### config.mk
export PLATFORM = sky130hd
export DESIGN_NAME = range_reader_flat
export DESIGN_NICKNAME = d
export VERILOG_FILES = /design/src/rtl/range_reader_pkg.sv /design/src/rtl/range_reader_if.sv /design/src/rtl/range_reader.sv /design/src/flat_wrapper.sv
export SDC_FILE = /design/constraint.sdc
export NUM_CORES = 1
export LEC_CHECK = 0
export BUFFER_PORTS_ARGS = -buffer_cell sky130_fd_sc_hd__clkbuf_2
export CAP_MARGIN = 10
export CORE_MARGIN = 2
export CORE_UTILIZATION = 30
export DETAILED_ROUTE_END_ITERATION = 10
export PLACE_DENSITY = 0.49
export SYNTH_ARGS = -nofsm -noshare
export SYNTH_HDL_FRONTEND = slang
export SYNTH_SLANG_ARGS = --single-unit
### constraint.sdc
create_clock -name clk -period 4 [get_ports clk]
set_input_delay 0.4 -clock clk [delete_from_list [all_inputs] [get_ports clk]]
set_output_delay 0.4 -clock clk [all_outputs]
set_load 0.1 [all_outputs]
### src/rtl/range_reader_pkg.sv
// Shared types and widths for the range sweep reader and the range-side logic.
// Latency: none (declarations only).
// Backpressure: not applicable.
package range_reader_pkg;

  localparam int COUNT_W = 16;
  localparam int N_W     = 32;

  typedef enum logic [2:0] {
    IDLE,
    LAUNCH,
    WAIT_LOW,
    WAIT_DONE,
    RD_ADDR,
    RD_DATA,
    OUT
  } state_t;

endpackage

### src/rtl/range_reader_if.sv
// Bundle of the request, range-side and result-stream signals of range_reader.
// Latency: none (wiring only).
// Backpressure: carries out_valid/out_ready for the result stream.
interface range_reader_if;
  import range_reader_pkg::*;

  logic               req;
  logic [N_W-1:0]     base;
  logic               busy;
  logic               r_go;
  logic [N_W-1:0]     r_start;
  logic               r_done;
  logic [COUNT_W-1:0] r_count;
  logic               out_valid;
  logic               out_ready;
  logic [N_W-1:0]     out_n;
  logic [COUNT_W-1:0] out_count;
  logic               out_last;
  logic [COUNT_W-1:0] max_count;
  logic [N_W-1:0]     max_n;
  logic               summary_valid;

  // The reader itself.
  modport master (
    input  req, base, r_done, r_count, out_ready,
    output busy, r_go, r_start, out_valid, out_n, out_count, out_last,
           max_count, max_n, summary_valid
  );

  // Whatever surrounds the reader: host, range block and result consumer.
  modport slave (
    output req, base, r_done, r_count, out_ready,
    input  busy, r_go, r_start, out_valid, out_n, out_count, out_last,
           max_count, max_n, summary_valid
  );

endinterface

### src/rtl/range_reader.sv
// Launches a range sweep from base, waits for the RAM to fill, reads every count back and streams (n, count) beats.
// Latency: launch handshake plus range fill time, then >=3 cycles per word (address, data, beat).
// Backpressure: a beat holds all fields until out_ready; the next read is not issued while stalled.
module range_reader
  import range_reader_pkg::*;
#(
  parameter int RAM_WORDS     = 16,
  parameter int RAM_ADDR_BITS = 4
) (
  input logic            clk,
  input logic            rst_n,
  range_reader_if.master bus
);

  localparam logic [RAM_ADDR_BITS-1:0] LAST_IDX = RAM_ADDR_BITS'(RAM_WORDS - 1);

  state_t                   state;
  logic [N_W-1:0]           base_q;
  logic [RAM_ADDR_BITS-1:0] idx;
  logic [RAM_ADDR_BITS-1:0] idx_nxt;
  logic [COUNT_W-1:0]       run_max;
  logic [N_W-1:0]           run_max_n;
  logic [N_W-1:0]           cur_n;

  assign idx_nxt = idx + RAM_ADDR_BITS'(1);
  // n wraps naturally at 32 bits.
  assign cur_n   = base_q + N_W'(idx);

  // Single sequencer: launch range, wait for a fresh done, then walk the RAM one beat at a time.
  always_ff @(posedge clk or negedge rst_n) begin
    if (!rst_n) begin
      state             <= IDLE;
      base_q            <= '0;
      idx               <= '0;
      run_max           <= '0;
      run_max_n         <= '0;
      bus.busy          <= 1'b0;
      bus.r_go          <= 1'b0;
      bus.r_start       <= '0;
      bus.out_valid     <= 1'b0;
      bus.out_n         <= '0;
      bus.out_count     <= '0;
      bus.out_last      <= 1'b0;
      bus.max_count     <= '0;
      bus.max_n         <= '0;
      bus.summary_valid <= 1'b0;
    end else begin
      case (state)
        IDLE: begin
          if (bus.req) begin
            base_q            <= bus.base;
            bus.r_start       <= bus.base;
            bus.summary_valid <= 1'b0;
            run_max           <= '0;
            // Index 0 owns the max until a strictly larger count appears.
            run_max_n         <= bus.base;
            idx               <= '0;
            bus.busy          <= 1'b1;
            // r_go was low throughout IDLE, so range always sees a rising edge.
            bus.r_go          <= 1'b1;
            state             <= LAUNCH;
          end
        end
        LAUNCH: begin
          state <= WAIT_LOW;
        end
        WAIT_LOW: begin
          // range has no reset; its done is stale until it drops in response to go.
          if (!bus.r_done) begin
            bus.r_go <= 1'b0;
            state    <= WAIT_DONE;
          end
        end
        WAIT_DONE: begin
          if (bus.r_done) begin
            bus.r_start <= N_W'(idx);
            state       <= RD_ADDR;
          end
        end
        RD_ADDR: begin
          state <= RD_DATA;
        end
        RD_DATA: begin
          bus.out_count <= bus.r_count;
          bus.out_n     <= cur_n;
          bus.out_last  <= (idx == LAST_IDX);
          bus.out_valid <= 1'b1;
          // Strict compare keeps the lowest n on ties.
          if (bus.r_count > run_max) begin
            run_max   <= bus.r_count;
            run_max_n <= cur_n;
          end
          state <= OUT;
        end
        OUT: begin
          if (bus.out_ready) begin
            bus.out_valid <= 1'b0;
            if (bus.out_last) begin
              bus.max_count     <= run_max;
              bus.max_n         <= run_max_n;
              bus.summary_valid <= 1'b1;
              bus.busy          <= 1'b0;
              state             <= IDLE;
            end else begin
              idx         <= idx_nxt;
              bus.r_start <= N_W'(idx_nxt);
              state       <= RD_ADDR;
            end
          end
        end
        default: state <= IDLE;
      endcase
    end
  end

endmodule

### src/flat_wrapper.sv
// flat-port wrapper written by rule: the top's interface ports become plain ports
module range_reader_flat import range_reader_pkg::*;
#(
  parameter int RAM_WORDS     = 16,
  parameter int RAM_ADDR_BITS = 4
)
  (clk, rst_n, bus_req, bus_base, bus_r_done, bus_r_count, bus_out_ready, bus_busy, bus_r_go, bus_r_start, bus_out_valid, bus_out_n, bus_out_count, bus_out_last, bus_max_count, bus_max_n, bus_summary_valid);
  range_reader_if bus_i ();
  input logic clk;
  input logic rst_n;
  input wire logic [$bits(bus_i.req)-1:0] bus_req;
  input wire logic [$bits(bus_i.base)-1:0] bus_base;
  input wire logic [$bits(bus_i.r_done)-1:0] bus_r_done;
  input wire logic [$bits(bus_i.r_count)-1:0] bus_r_count;
  input wire logic [$bits(bus_i.out_ready)-1:0] bus_out_ready;
  output wire logic [$bits(bus_i.busy)-1:0] bus_busy;
  output wire logic [$bits(bus_i.r_go)-1:0] bus_r_go;
  output wire logic [$bits(bus_i.r_start)-1:0] bus_r_start;
  output wire logic [$bits(bus_i.out_valid)-1:0] bus_out_valid;
  output wire logic [$bits(bus_i.out_n)-1:0] bus_out_n;
  output wire logic [$bits(bus_i.out_count)-1:0] bus_out_count;
  output wire logic [$bits(bus_i.out_last)-1:0] bus_out_last;
  output wire logic [$bits(bus_i.max_count)-1:0] bus_max_count;
  output wire logic [$bits(bus_i.max_n)-1:0] bus_max_n;
  output wire logic [$bits(bus_i.summary_valid)-1:0] bus_summary_valid;
  assign bus_i.req = bus_req;
  assign bus_i.base = bus_base;
  assign bus_i.r_done = bus_r_done;
  assign bus_i.r_count = bus_r_count;
  assign bus_i.out_ready = bus_out_ready;
  assign bus_busy = bus_i.busy;
  assign bus_r_go = bus_i.r_go;
  assign bus_r_start = bus_i.r_start;
  assign bus_out_valid = bus_i.out_valid;
  assign bus_out_n = bus_i.out_n;
  assign bus_out_count = bus_i.out_count;
  assign bus_out_last = bus_i.out_last;
  assign bus_max_count = bus_i.max_count;
  assign bus_max_n = bus_i.max_n;
  assign bus_summary_valid = bus_i.summary_valid;
  range_reader #(.RAM_WORDS(RAM_WORDS), .RAM_ADDR_BITS(RAM_ADDR_BITS)) u_core (.clk(clk), .rst_n(rst_n), .bus(bus_i));
endmodule
* Word level (Yosys, flattened, before mapping)
Index checks and enable logic that the tools add are counted.
** Word-level totals
- Bits in registers :: 220
- Bits of input ports :: 53
- Output and inout bits :: 133
- Logic and storage cells :: 79
** Operators by class
- $add $sub $neg :: 2
- $lt $le $gt $ge :: 1
- Equality and inequality tests :: 14
- Multiplexer cells :: 32
- Reduce and logical (&&, ||, !) cells :: 15
** Operators by type and width (number)
- $mux W32 :: 5
- $pmux W32 S3 :: 1
- $pmux W32 S2 :: 1
- $add A32 B4 Y32 :: 1
- $mux W16 :: 2
- $pmux W16 S2 :: 1
- $pmux W3 S7 :: 1
- $gt A16 B16 Y1 :: 1
- $mux W3 :: 5
- $mux W4 :: 3
- $reduce_and A4 Y1 :: 3
- $ne A2 B2 Y1 const B :: 5
- $eq A3 B3 Y1 const B :: 3
- $reduce_and A3 Y1 :: 3
- $mux W1 :: 8
- $pmux W1 S2 :: 4
- $pmux W4 S2 :: 1
- $reduce_bool A2 Y1 :: 4
- $eq A3 B2 Y1 const B :: 2
- $reduce_and A5 Y1 :: 1
- $add A4 B1 Y4 const B :: 1
- $eq A4 B4 Y1 const B :: 1
- $ne A2 B1 Y1 const B :: 2
- $reduce_and A2 Y1 :: 2
- 3 further kinds :: 3

* Longest topological paths before layout
- Depth after elaboration :: 4
- Depth in mapped cells :: 10
- Depth with buffers taken out :: 9

* Worst setup path after synthesis
Ideal clock, no wire load.
- Path kind :: flip-flop to flip-flop
- Start point :: register u_core.idx[0]
- End point :: register u_core.run_max_n[22]
- Setup time :: 129 ps
- Arrival :: 2195 ps
- Data required time :: 3871 ps
- Setup slack :: 1676 ps
- Cell stages (with the launch flop) :: 11
- Path buffers :: 1
- Clock period less this slack :: 2324 ps
- Cells stage by stage :: dfrtp_1 > ha_1 > inv_1 > fa_1 > nor2b_1 > o31a_1 > clkbuf_1 > nand3_1 > o21ai_0 > nor3b_1 > o31ai_1
** Between the ends
- Cells in the longest elaborated chain, start to end :: 3
** Ends and longest elaborated chain
- start, declared :: line range_reader.sv:19 : logic [RAM_ADDR_BITS-1:0] idx;
- start signal, assigned :: line range_reader.sv:105 : idx <= idx_nxt;
- $add A32 B4 Y32 :: line range_reader.sv:27 : assign cur_n = base_q + N_W'(idx);
- $mux W32 :: line range_reader.sv:89 : if (bus.r_count > run_max) begin
- $pmux W32 S2 :: line range_reader.sv:48 : case (state)
- end signal, assigned :: line range_reader.sv:56 : run_max_n <= bus.base;
- end signal, assigned :: line range_reader.sv:91 : run_max_n <= cur_n;
- end, declared :: line range_reader.sv:22 : logic [N_W-1:0] run_max_n;
No other way between the ends. The select of a mux whose other input is x is not followed.
A chain may end at the register's enable or synchronous reset.

* Final worst setup path
- Start point :: register u_core.run_max[14]
- End point :: register u_core.run_max_n[30]
** Between the ends
- Cells in the longest elaborated chain, start to end :: 3
** Ends and longest elaborated chain
- start, declared :: line range_reader.sv:21 : logic [COUNT_W-1:0] run_max;
- start signal, assigned :: line range_reader.sv:90 : run_max <= bus.r_count;
- $gt A16 B16 Y1 :: line range_reader.sv:89
- $ne A2 B1 Y1 (no source line)
- $reduce_and A3 Y1 (no source line)
No other way between the ends.

==> impl_metrics.json <==
{
  "synth_top_area_share_pct": 57.4,
  "ys_ff_latch": 220,
  "cts-buffers-inserted": 26,
  "seq_power_share_pct": 32.2,
  "netlist_area_um2": 9590,
  "synthFlopType": "dfrtp_1",
  "status": "completed",
  "area_growth_pct": 24.6,
  "tns_ns": 0,
  "cts_tree": "yes",
  "dp_hpwl_mm": 18.9,
  "gp_congestion": 0.869,
  "clk_latency_ns": 0.53,
  "async_flop_share_pct": 100,
  "hold_violations": 0,
  "dr.pass1.iters": 5,
  "post-route-util_pct": 37.9,
  "dieArea_um2": 33400,
  "cts_hold_buf": 1,
  "synth_cells": 967,
  "worst_setup_path_end_kind": "register",
  "antenna_found_initial": 2,
  "route.detailed.drc": 0,
  "fin_crit_sh_pct": 72.0,
  "grt_pass1_vias": 7524,
  "grtUsageTotal_pct": 16.6,
  "critical_path_arrival_ns": 3.30,
  "drive_above_1_share_pct": 26.0,
  "synth_edf_count": 0,
  "finalClockSkew_ns": 0.00936,
  "period_needed_ns": 2.88,
  "p_int_w": 0.00542,
  "switching_share_pct": 50.5,
  "grt_overflow": 0,
  "seqCellArea_um2": 5510,
  "drv_cap": 0,
  "relSlewSlack_pct": 38.6,
  "cts-root-buf": "clkbuf_16",
  "p_leak_nw": 6.09,
  "die-height_um": 183,
  "fmax_mhz": 347,
  "cp_data_required_time_ns": 4.42,
  "vias": 7418,
  "wirelength_mm": 27.5,
  "cts_resized": 0,
  "via_per_inst": 4.73,
  "rows": 65,
  "multi_input_comb_area_um2": 3800,
  "power_density_nw_per_um2": 916,
  "cts.clk_slew.worst_paths_ns": 0.06,
  "cts_sinks": 220,
  "pwr-share-clk_pct": 23.3,
  "antenna_left": 0,
  "criticalPathCategory": "reg -> reg",
  "rsz0062_at_grt": "false",
  "grt_pass1_wl_mm": 43.5,
  "fillers": 3204,
  "h-tree-depth": 1,
  "p_comb_share_pct": 44.5,
  "drv_slew": 0,
  "worst_pin_slew_ns": 0.898,
  "initial_core_util_pct": 30.4,
  "numPortBuffers": 185,
  "cts.path.max_buffers": 3,
  "grt_max_degree": 89,
  "die_w_um": 183,
  "synth.most_common_cell": "nand2_1",
  "critical_path.max_fanout": 88,
  "synthTopCellsByArea": "dfrtp_1 (57%), nand2_1 (10%), mux2_2 (5.6%)",
  "initialDrtViolationCount": 356,
  "irDropWorstVdd_mv": 0.674,
  "setup_viol_count_final": 0,
  "synth.largest_area_cell": "dfrtp_1",
  "ys_warn_count": 0,
  "start_kind": "register",
  "routedWlPerCell_um": 17.5,
  "core_area_um2": 31600,
  "final_nets": 1222,
  "switching_power_w": 0.00552,
  "hp-class": "in -> reg",
  "synth_fp_nets": 1042,
  "post-cts-setup-buffer-count": 0,
  "syn_avg_cell_area_um2": 9.92,
  "yosysSeqAreaShare_pct": 57.4,
  "synthTopCellsByCount": "nand2_1 (261), dfrtp_1 (220), nor2_1 (76), mux2_2 (48), a21oi_1 (38)",
  "num_io_pins": 186,
  "synth_cell_types": 46
}
metal layers:
layer	GRT usage [%]	vias to the layer above	share of wire [%]
met5	0	-	0.058
met4	4.32	2	1.8
met3	3.85	40	6.3
met2	25.5	181	44
met1	23.6	3585	48
li1	-	3610	-
path summary, 6_finish.rpt:
path | startpoint | end | cells past startpoint | slack (ns)
max | u_core.run_max[14]$_DFFE_PN0P_ | u_core.run_max_n[30]$_DFFE_PN0P_ | 9 | 1.12
min | bus_base[27] | u_core.bus.r_start[27]$_DFFE_PN0P_ | 3 | 0.10
max reg2reg | u_core.run_max[14]$_DFFE_PN0P_ | u_core.run_max_n[30]$_DFFE_PN0P_ | 9 | 1.12
min reg2reg | u_core.run_max_n[19]$_DFFE_PN0P_ | u_core.run_max_n[19]$_DFFE_PN0P_ | 1 | 0.47
max in group asynchronous | rst_n | u_core.bus.r_start[22]$_DFFE_PN0P_ | 3 | 2.62
min in group asynchronous | rst_n | u_core.bus.out_count[12]$_DFFE_PN0P_ | 2 | 0.47
final cells by class:
class | count | share of cell area [%]
Tap cell | 402 | 4.21
Multi-Input combinational cell | 668 | 31.8
Timing Repair Buffer | 203 | 9.19
Clock buffer | 34 | 6.29
Antenna cell | 1 | 0.0209
Sequential cell | 220 | 46.1
Clock inverter | 13 | 1.51
Inverter | 28 | 0.879
worst max-delay path, stage by stage, from the launching register on:
cell	delay, ns
dfrtp_1	0.39
inv_1	0.08
ha_1	0.30
nand4_1	0.19
inv_1	0.06
a221o_1	0.38
o41ai_4	0.61
buf_12	0.35
a211oi_1	0.09
a21o_1	0.18
through the flow:
stage | worst slack (ns) | hold slack, ns | cell area [um^2] | power (W) | cells
after global routing | 0.992 | 0.0923 | 12000 | 0.0116 | 1569
final | 1.12 | 0.103 | 12000 | 0.0109 | 1569
after CTS | 1.17 | 0.0822 | 11900 | 0.0111 | 1568
after global placement | 1.15 | 0.460 | 11000 | 0.00843 | 1520
after floorplan | 1.68 | 0.104 | 9590 | 0.00739 | 967
after detailed placement | 1.08 | 0.460 | 11000 | 0.00847 | 1520
flip-flops by register name, summed over array words and instances (netlist names), 3 cells and up:
| register | count |
|---|---|
| u_core.bus.r_start | 32 |
| u_core.idx | 4 |
| u_core.run_max | 16 |
| u_core.state | 3 |
| u_core.base_q | 32 |
| u_core.bus.out_count | 16 |
| u_core.bus.max_count | 16 |
| u_core.bus.max_n | 32 |
| u_core.bus.out_n | 32 |
| u_core.run_max_n | 32 |
cells in the final DEF (no fill, tap or decap), types with 6 or more instances in the layout:
master / netlist / final
nor2_1: 76 / 74
a21oi_1: 38 / 37
nor3_1: 13 / 13
inv_1: 28 / 28
clkbuf_16: 0 / 27
a211oi_1: 19 / 19
o31ai_1: 12 / 12
nand2_1: 261 / 261
clkbuf_2: 0 / 184
and3_1: 7 / 6
ha_1: 21 / 21
o21ai_1: 20 / 20
a21o_1: 23 / 23
mux2_2: 48 / 48
nand3_1: 20 / 19
buf_4: 1 / 15
xor2_1: 19 / 19
o21ai_0: 30 / 30
nand4_1: 17 / 17
dfrtp_1: 220 / 220
power groups by stage:
stage	clock network, W	logic (W)	registers, W
detailed placement	0	0.00491	0.00356
global route	0.00273	0.00522	0.00363
global placement	0	0.00488	0.00355
finish	0.00255	0.00487	0.00353
floorplan	0	0.00137	0.00602
CTS	0.00263	0.00492	0.00354
cell families after synthesis:
kind of cell / count (synthesis) / share of synthesized area (%)
and+or+nand+nor: 411 / 17.7
DFF: 220 / 57.4
AOI/OAI and AO/OA: 161 / 10.6
buffers and inverters: 79 / 3.38
muxes: 50 / 5.84
xor gates and xnor gates: 24 / 2.19
adders and majority gates: 22 / 2.95
Power figures use the tool's default switching activity.
